==> config.mk <==
export PLATFORM = sky130hd
export DESIGN_NAME = os_xor_fold_acc
export DESIGN_NICKNAME = d
export VERILOG_FILES = /design/src/rtl/os_xor_fold_acc.sv
export SDC_FILE = /design/constraint.sdc
export NUM_CORES = 1
export LEC_CHECK = 0
export CORE_MARGIN = 8
export CORE_UTILIZATION = 48
export CTS_CLUSTER_SIZE = 40
export DETAILED_ROUTE_END_ITERATION = 10
export HOLD_SLACK_MARGIN = 0.03
export PLACE_DENSITY_LB_ADDON = 0.3
export SLEW_MARGIN = 20
export SYNTH_ARGS = -nofsm -noshare
export SYNTH_HDL_FRONTEND = slang
export SYNTH_SLANG_ARGS = --single-unit
==> constraint.sdc <==
create_clock -name clk -period 2.1 [get_ports clk]
set_clock_uncertainty 0.05 [all_clocks]
set_input_delay 0.42 -clock clk [delete_from_list [all_inputs] [get_ports clk]]
set_output_delay 0.42 -clock clk [all_outputs]
set_load 0.01 [all_outputs]
==> src/rtl/os_xor_fold_acc.sv <==
// XOR-folds up to BEATS y words (or fewer, on in_last) from the XOR network into one
// frame syndrome, presented with its parity and beat count on a registered valid/ready stage.
module os_xor_fold_acc #(
    parameter int DW    = 7,
    parameter int BEATS = 4,
    parameter int CW    = 3
) (
    input  logic          clk,
    input  logic          rst,
    input  logic          in_valid,
    output logic          in_ready,
    input  logic [DW-1:0] in_data,
    input  logic          in_last,
    output logic          out_valid,
    input  logic          out_ready,
    output logic [DW-1:0] out_data,
    output logic          out_parity,
    output logic [CW-1:0] out_beats,
    output logic          busy
);

    typedef enum logic {
        IDLE  = 1'b0,
        ACCUM = 1'b1
    } state_t;

    state_t        state;
    logic [DW-1:0] acc;
    logic [CW-1:0] cnt;

    logic          in_fire;
    logic          out_fire;
    logic          closing;
    logic [DW-1:0] folded;

    // A result draining this cycle frees the output slot for a new close.
    assign in_ready = ~out_valid | out_ready;
    assign in_fire  = in_valid & in_ready;
    assign out_fire = out_valid & out_ready;
    assign busy     = (state == ACCUM);

    // NOTE: every signal assigned in always_comb gets a default first so no latch is inferred.
    always_comb begin
        folded  = in_data;
        closing = 1'b0;
        if (state == ACCUM) begin
            folded = acc ^ in_data;
        end
        if (in_fire && (in_last || cnt == CW'(BEATS - 1))) begin
            closing = 1'b1;
        end
    end

    // NOTE: sequential state uses non-blocking assignments only, so every register
    // samples the pre-edge values regardless of statement order.
    always_ff @(posedge clk) begin
        if (rst) begin
            state      <= IDLE;
            acc        <= '0;
            cnt        <= '0;
            out_valid  <= 1'b0;
            out_data   <= '0;
            out_parity <= 1'b0;
            out_beats  <= '0;
        end else begin
            if (out_fire) begin
                out_valid <= 1'b0;
            end

            if (closing) begin
                out_valid  <= 1'b1;
                out_data   <= folded;
                out_parity <= ^folded;
                out_beats  <= cnt + CW'(1);
                acc        <= '0;
                cnt        <= '0;
                state      <= IDLE;
            end else if (in_fire) begin
                acc   <= folded;
                cnt   <= cnt + CW'(1);
                state <= ACCUM;
            end
        end
    end

endmodule

## Word-level counts from Yosys, hierarchy flattened

Cells that the tools add are included.

- Add/subtract/negate cells: 1
- Eq/ne operators: 1
- Muxes and demuxes: 4
- Bitwise operators: 5
- Reductions and logical operators: 5

Operators with widths:

| cell | number |
|---|---|
| $mux 7 | 1 |
| $reduce_xor 7->1 | 1 |
| $xor 7x7->7 | 1 |
| $add 3x1->3 const B | 1 |
| $eq 3x2->1 const B | 1 |
| $mux 1 | 3 |
| $and 1x1->1 | 2 |
| $reduce_bool 2->1 | 1 |
| $reduce_or 2->1 | 1 |
| $logic_and 1x1->1 | 1 |
| $logic_or 1x1->1 | 1 |
| $not 1->1 | 1 |
| $or 1x1->1 | 1 |

- Flip-flop bits (word level): 23
- Input bits: 12

## Longest topological paths before layout

- Word-level depth: 6
- Gate-level depth with buffers: 7
- Mapped depth without buffers: 6

## Worst setup path after synthesis

Ideal clock, no wire load.

- Path kind: input to register
- From: input out_ready
- To: register state (netlist: busy)
- Arrival time: 1480 ps
- Setup slack: 500 ps
- Stages: 7
- Cell sequence: nand2b_1 nand2_1 buf_2 nor2_1 or2_2 buf_2 a21oi_1

- Cells in the longest elaborated chain, start to end: 5

RTL lines:

| what | RTL line | text |
|---|---|---|
| start: declaration | 15 | `input logic out_ready,` |
| $or 1x1->1 (*) | 37 | `assign in_ready = ~out_valid \| out_ready;` |
| $and 1x1->1 (*) | 38 | `assign in_fire = in_valid & in_ready;` |
| $logic_and 1x1->1 | 49 | `if (in_fire && (in_last \|\| cnt == CW'(BEATS - 1))) begin` |
| $mux 1 | 49 |  |
| $reduce_or 2->1 (no source line) | n/a |  |
| end signal: assignment | 58 | `state <= IDLE;` |
| end signal: assignment | 77 | `state <= IDLE;` |
| end signal: assignment | 81 | `state <= ACCUM;` |
| end: declaration | 27 | `state_t state;` |

Mark *: on every way between the ends. The rest lies on a longest branch, timed or not.
A chain may end at the register's enable or synchronous reset.

## Final worst setup path

- From: input out_ready
- To: output in_ready

- Cells in the longest elaborated chain, start to end: 1

RTL lines:

| what | RTL line | text |
|---|---|---|
| $or 1x1->1 | 37 |  |
| end: declaration | 11 | `output logic in_ready,` |

No other way between the ends.

==> impl_table.tex <==
\begin{tabular}{lr}
\hline
Metric & Value \\
\hline
\multicolumn{2}{l}{\textbf{Yosys}} \\
Main combinational cell family by area after synthesis & compound AO/OA/AOI/OAI gates \\
Post-Synth Simple-Gate Area & 10.4\% \\
Arithmetic-cell share of the synthesized area counting full adders, half adders and majority gates & 2.29\% \\
Number of synthesized register bits & 23 \\
Multiplexer fraction of the synthesized cell area & 6.40\% \\
XOR/XNOR Fraction of Synth Area & 16.9\% \\
Synth top cells by count & dfxtp\_1 (23), xnor2\_1 (13), nor2\_1 (12) \\
Post-Synthesis Cell Area & 1090 sq um \\
Netlist cell types & 22 \\
Yosys top cell by area & dfxtp\_1 \\
Seq/Total Area, Yosys & 42.1\% \\
Synth Flop Type & dfxtp\_1 \\
Ranking of synthesized cells by area & dfxtp\_1 (42\%), xnor2\_1 (10\%), a22o\_1 (6.4\%) \\
Number of synthesized flops with an enable pin & 0 \\
Instance count of the mapped netlist & 114 \\
Post-Synthesis Mean Instance Area & 9.60 sq um \\
Net count after synthesis & 128 \\
Count of synthesis-stage warnings from yosys & 0 \\
Post-synth top area share & 42.1\% \\
Most frequent cell after synthesis & dfxtp\_1 \\
Share of synthesized registers carrying an async set or reset & 0\% \\
Area fraction in compound gates after synthesis & 18.9\% \\
\multicolumn{2}{l}{\textbf{CTS}} \\
Clock slew at the register clock pins of the worst setup and hold paths & 0.12 ns \\
Clock latency on the worst-skew pair & 0.30 ns \\
TritonCTS clock tree & built \\
Number of levels in the clock H-tree & 1 \\
Clock buffers created by TritonCTS & 3 \\
Clk sink count & 23 \\
Number of buffers added for setup after CTS & 0 \\
Number of hold-repair buffers added at the cts stage & 0 \\
CTS Buffer Depth & 2 \\
Post-cts resize count & 0 \\
Cell chosen for the clock root & clkbuf\_4 \\
\multicolumn{2}{l}{\textbf{Timing}} \\
Number of hold violations in the final report & 0 \\
Maximum operating frequency & 489 MHz \\
Number of slew-limit violations in the final report & 0 \\
Slew Limit Headroom & 53.9\% \\
Fraction of the cycle the final worst path needs & 97.5\% \\
Transition time at the pin with the least slew margin & 0.689 ns \\
Setup repair after global routing missed its margin & no \\
Smallest setup slack after layout & 0.0532 ns \\
Setup violation total in the final timing report & 0 \\
Final worst path period need & 2.05 ns \\
Final-layout setup total negative slack & 0 ns \\
\multicolumn{2}{l}{\textbf{Power}} \\
Pwr/cell area & 638 nW/um\^{}2 \\
Static leakage & 0.000554 uW \\
Maximum vdd ir drop & 0.000477 V \\
\multicolumn{2}{l}{\textbf{Worst setup path}} \\
Cell at the slowest stage of the critical path & clkdlybuf4s50\_1 \\
R2r setup slk & 0.31 ns \\
Critical path class & in2out \\
Most used cell, CP & clkdlybuf4s50\_1 \\
Critical path required time & 1.63 ns \\
Type of destination of the critical path & output pin \\
Data arrival at the endpoint of the critical path & 1.58 ns \\
Stage delay of the slowest cell on the critical path & 0.56 ns \\
Cells traversed along the worst timing path & clkdlybuf4s50\_1, nand2b\_1, clkdlybuf4s50\_1 \\
Highest net fanout along the worst path & 4 \\
Critical path launch point type & primary input \\
\multicolumn{2}{l}{\textbf{Finish}} \\
Post-synthesis to final-layout area growth & 31.2\% \\
Net count of the finished layout & 160 \\
Share of post-route cells with drive strength above 1 & 8.28\% \\
Inserted Diodes & 0 \\
\multicolumn{2}{l}{\textbf{Floorplan}} \\
Total number of placement rows & 17 \\
Starting density of the core & 50.0\% \\
Area of the die & 4070 sq um \\
Die extent in x & 63.8 um \\
Vertical die dimension & 63.8 um \\
Top-level port count & 26 \\
Area inside the core boundary & 2190 sq um \\
\multicolumn{2}{l}{\textbf{Routing}} \\
Detailed-routing iteration count for the pre-antenna-repair pass & 4 \\
Final routed wirelength across all metal layers & 2.39 mm \\
Overall via count from detail\_route & 915 \\
Average detailed-routed wire length per instance & 13.8 um \\
Post-detailed-route via-to-cell ratio & 5.29 \\
Number of design rule violations left after detail routing & 0 \\
Number of design-rule violations left by the first detailed-router iteration & 23 \\
Post-DRT Antenna Nets & 0 \\
\multicolumn{2}{l}{\textbf{Placement}} \\
Setup Slack @ Placement & -0.00423 ns \\
Placer congestion estimate & 0.812 \\
Post-detail-place hpwl & 1.86 mm \\
Count of input and output buffers & 25 \\
\multicolumn{2}{l}{\textbf{Job}} \\
Number of maximum-capacitance constraint violations & 0 \\
\multicolumn{2}{l}{\textbf{Global routing}} \\
Antenna violations before repair & 0 \\
Pin count of the biggest net entering global routing & 15 \\
Aggregate global routing overflow & 0 \\
Wire length of the first global-routing pass & 3.98 mm \\
Via count of the first global-routing pass & 912 \\
Global-route usage over all layers & 11.7\% \\
\multicolumn{2}{l}{\textbf{Run status}} \\
Outcome & finished, final reports clean \\
\multicolumn{2}{l}{\textbf{Worst hold path}} \\
Hold/Removal Path Class & reg2reg \\
\hline
\end{tabular}
==> through the flow <==
stage | util (%) | hold slack, ns | std cells | area (sq um) | total power (uW)
floorplan | - | 0.390 | 114 | 1090 | 633
global placement | 64.4 | 0.397 | 169 | 1410 | 721
detailed placement | 64.4 | 0.403 | 169 | 1410 | 727
CTS | 65.6 | 0.420 | 173 | 1440 | 922
global route | 65.6 | 0.455 | 173 | 1440 | 967
finish | 65.6 | 0.418 | 173 | 1440 | 916
==> logic make-up (layout without fill, tap and decap cells) <==
logic type	count (synthesis)	after routing
XOR/XNOR	18	18
buffers and inverters	8	39
AND/OR/NAND/NOR	27	27
adder cells (fa/ha/maj)	2	2
flip-flops	23	23
AO/OA/AOI/OAI	29	29
multiplexers	7	7
==> registers in the layout (all words and copies together) (netlist names) <==
name,cells
cnt,3
out_parity,1
busy,1
out_data,7
out_valid,1
acc,7
out_beats,3
==> report_power, final <==
part	internal (uW)	total, uW	leakage, uW	switching (uW)
clock network	73.8	200	0.0000150	126
logic	131	229	0.000350	98.6
registers	464	487	0.000188	22.6
total	669	916	0.000554	247
==> metal layers <==
| layer | vias up | GRT usage, % | share of wire (%) |
|---|---|---|---|
| li1 | 459 | - | - |
| met1 | 436 | 13.9 | 47 |
| met2 | 18 | 20.0 | 47 |
| met3 | 2 | 3.48 | 5.7 |
| met4 | 0 | 3.34 | 0.75 |
| met5 | - | 0 | 0 |
==> worst paths after layout <==
path,start,end,cells after the start
hold reg to reg,cnt[1]$_SDFFE_PP0P_,cnt[1]$_SDFFE_PP0P_,2
setup reg to reg,cnt[0]$_SDFFE_PP0P_,out_data[3]$_SDFFE_PP0P_,6
hold / removal,cnt[1]$_SDFFE_PP0P_,cnt[1]$_SDFFE_PP0P_,2
setup / recovery,out_ready,in_ready,3
==> cell usage in the layout, fill, tap and decap left out, drive strengths merged <==
| master | instances |
|---|---|
| nor2 | 13 |
| inv | 3 |
| buf | 7 |
| o2bb2ai | 3 |
| a22o | 8 |
| mux2i | 7 |
| dfxtp | 23 |
| nand2b | 1 |
| xor2 | 3 |
| and2 | 1 |
| or3 | 1 |
| xnor2 | 13 |
| clkdlybuf4s50 | 25 |
| clkbuf | 4 |
| or2 | 1 |
| nand2 | 10 |
| a211oi | 1 |
| a21oi | 2 |
| ha | 2 |
| a22oi | 7 |
| xnor3 | 2 |
| o21ai | 8 |
==> layout make-up <==
type,instances,area (sq um)
multi-input combinational,83,601
fill,187,754
sequential,23,460
clock buffer,4,26.3
inverter,3,11.3
timing repair buffer,32,303
tap,28,35.0
==> worst max-delay path, delay by kind of cell <==
kind                   cells  cell delay [ns]
and+or+nand+nor            1             0.15
buffers and inverters      2             1.01
Note: power is estimated with default switching activity, not from simulation.
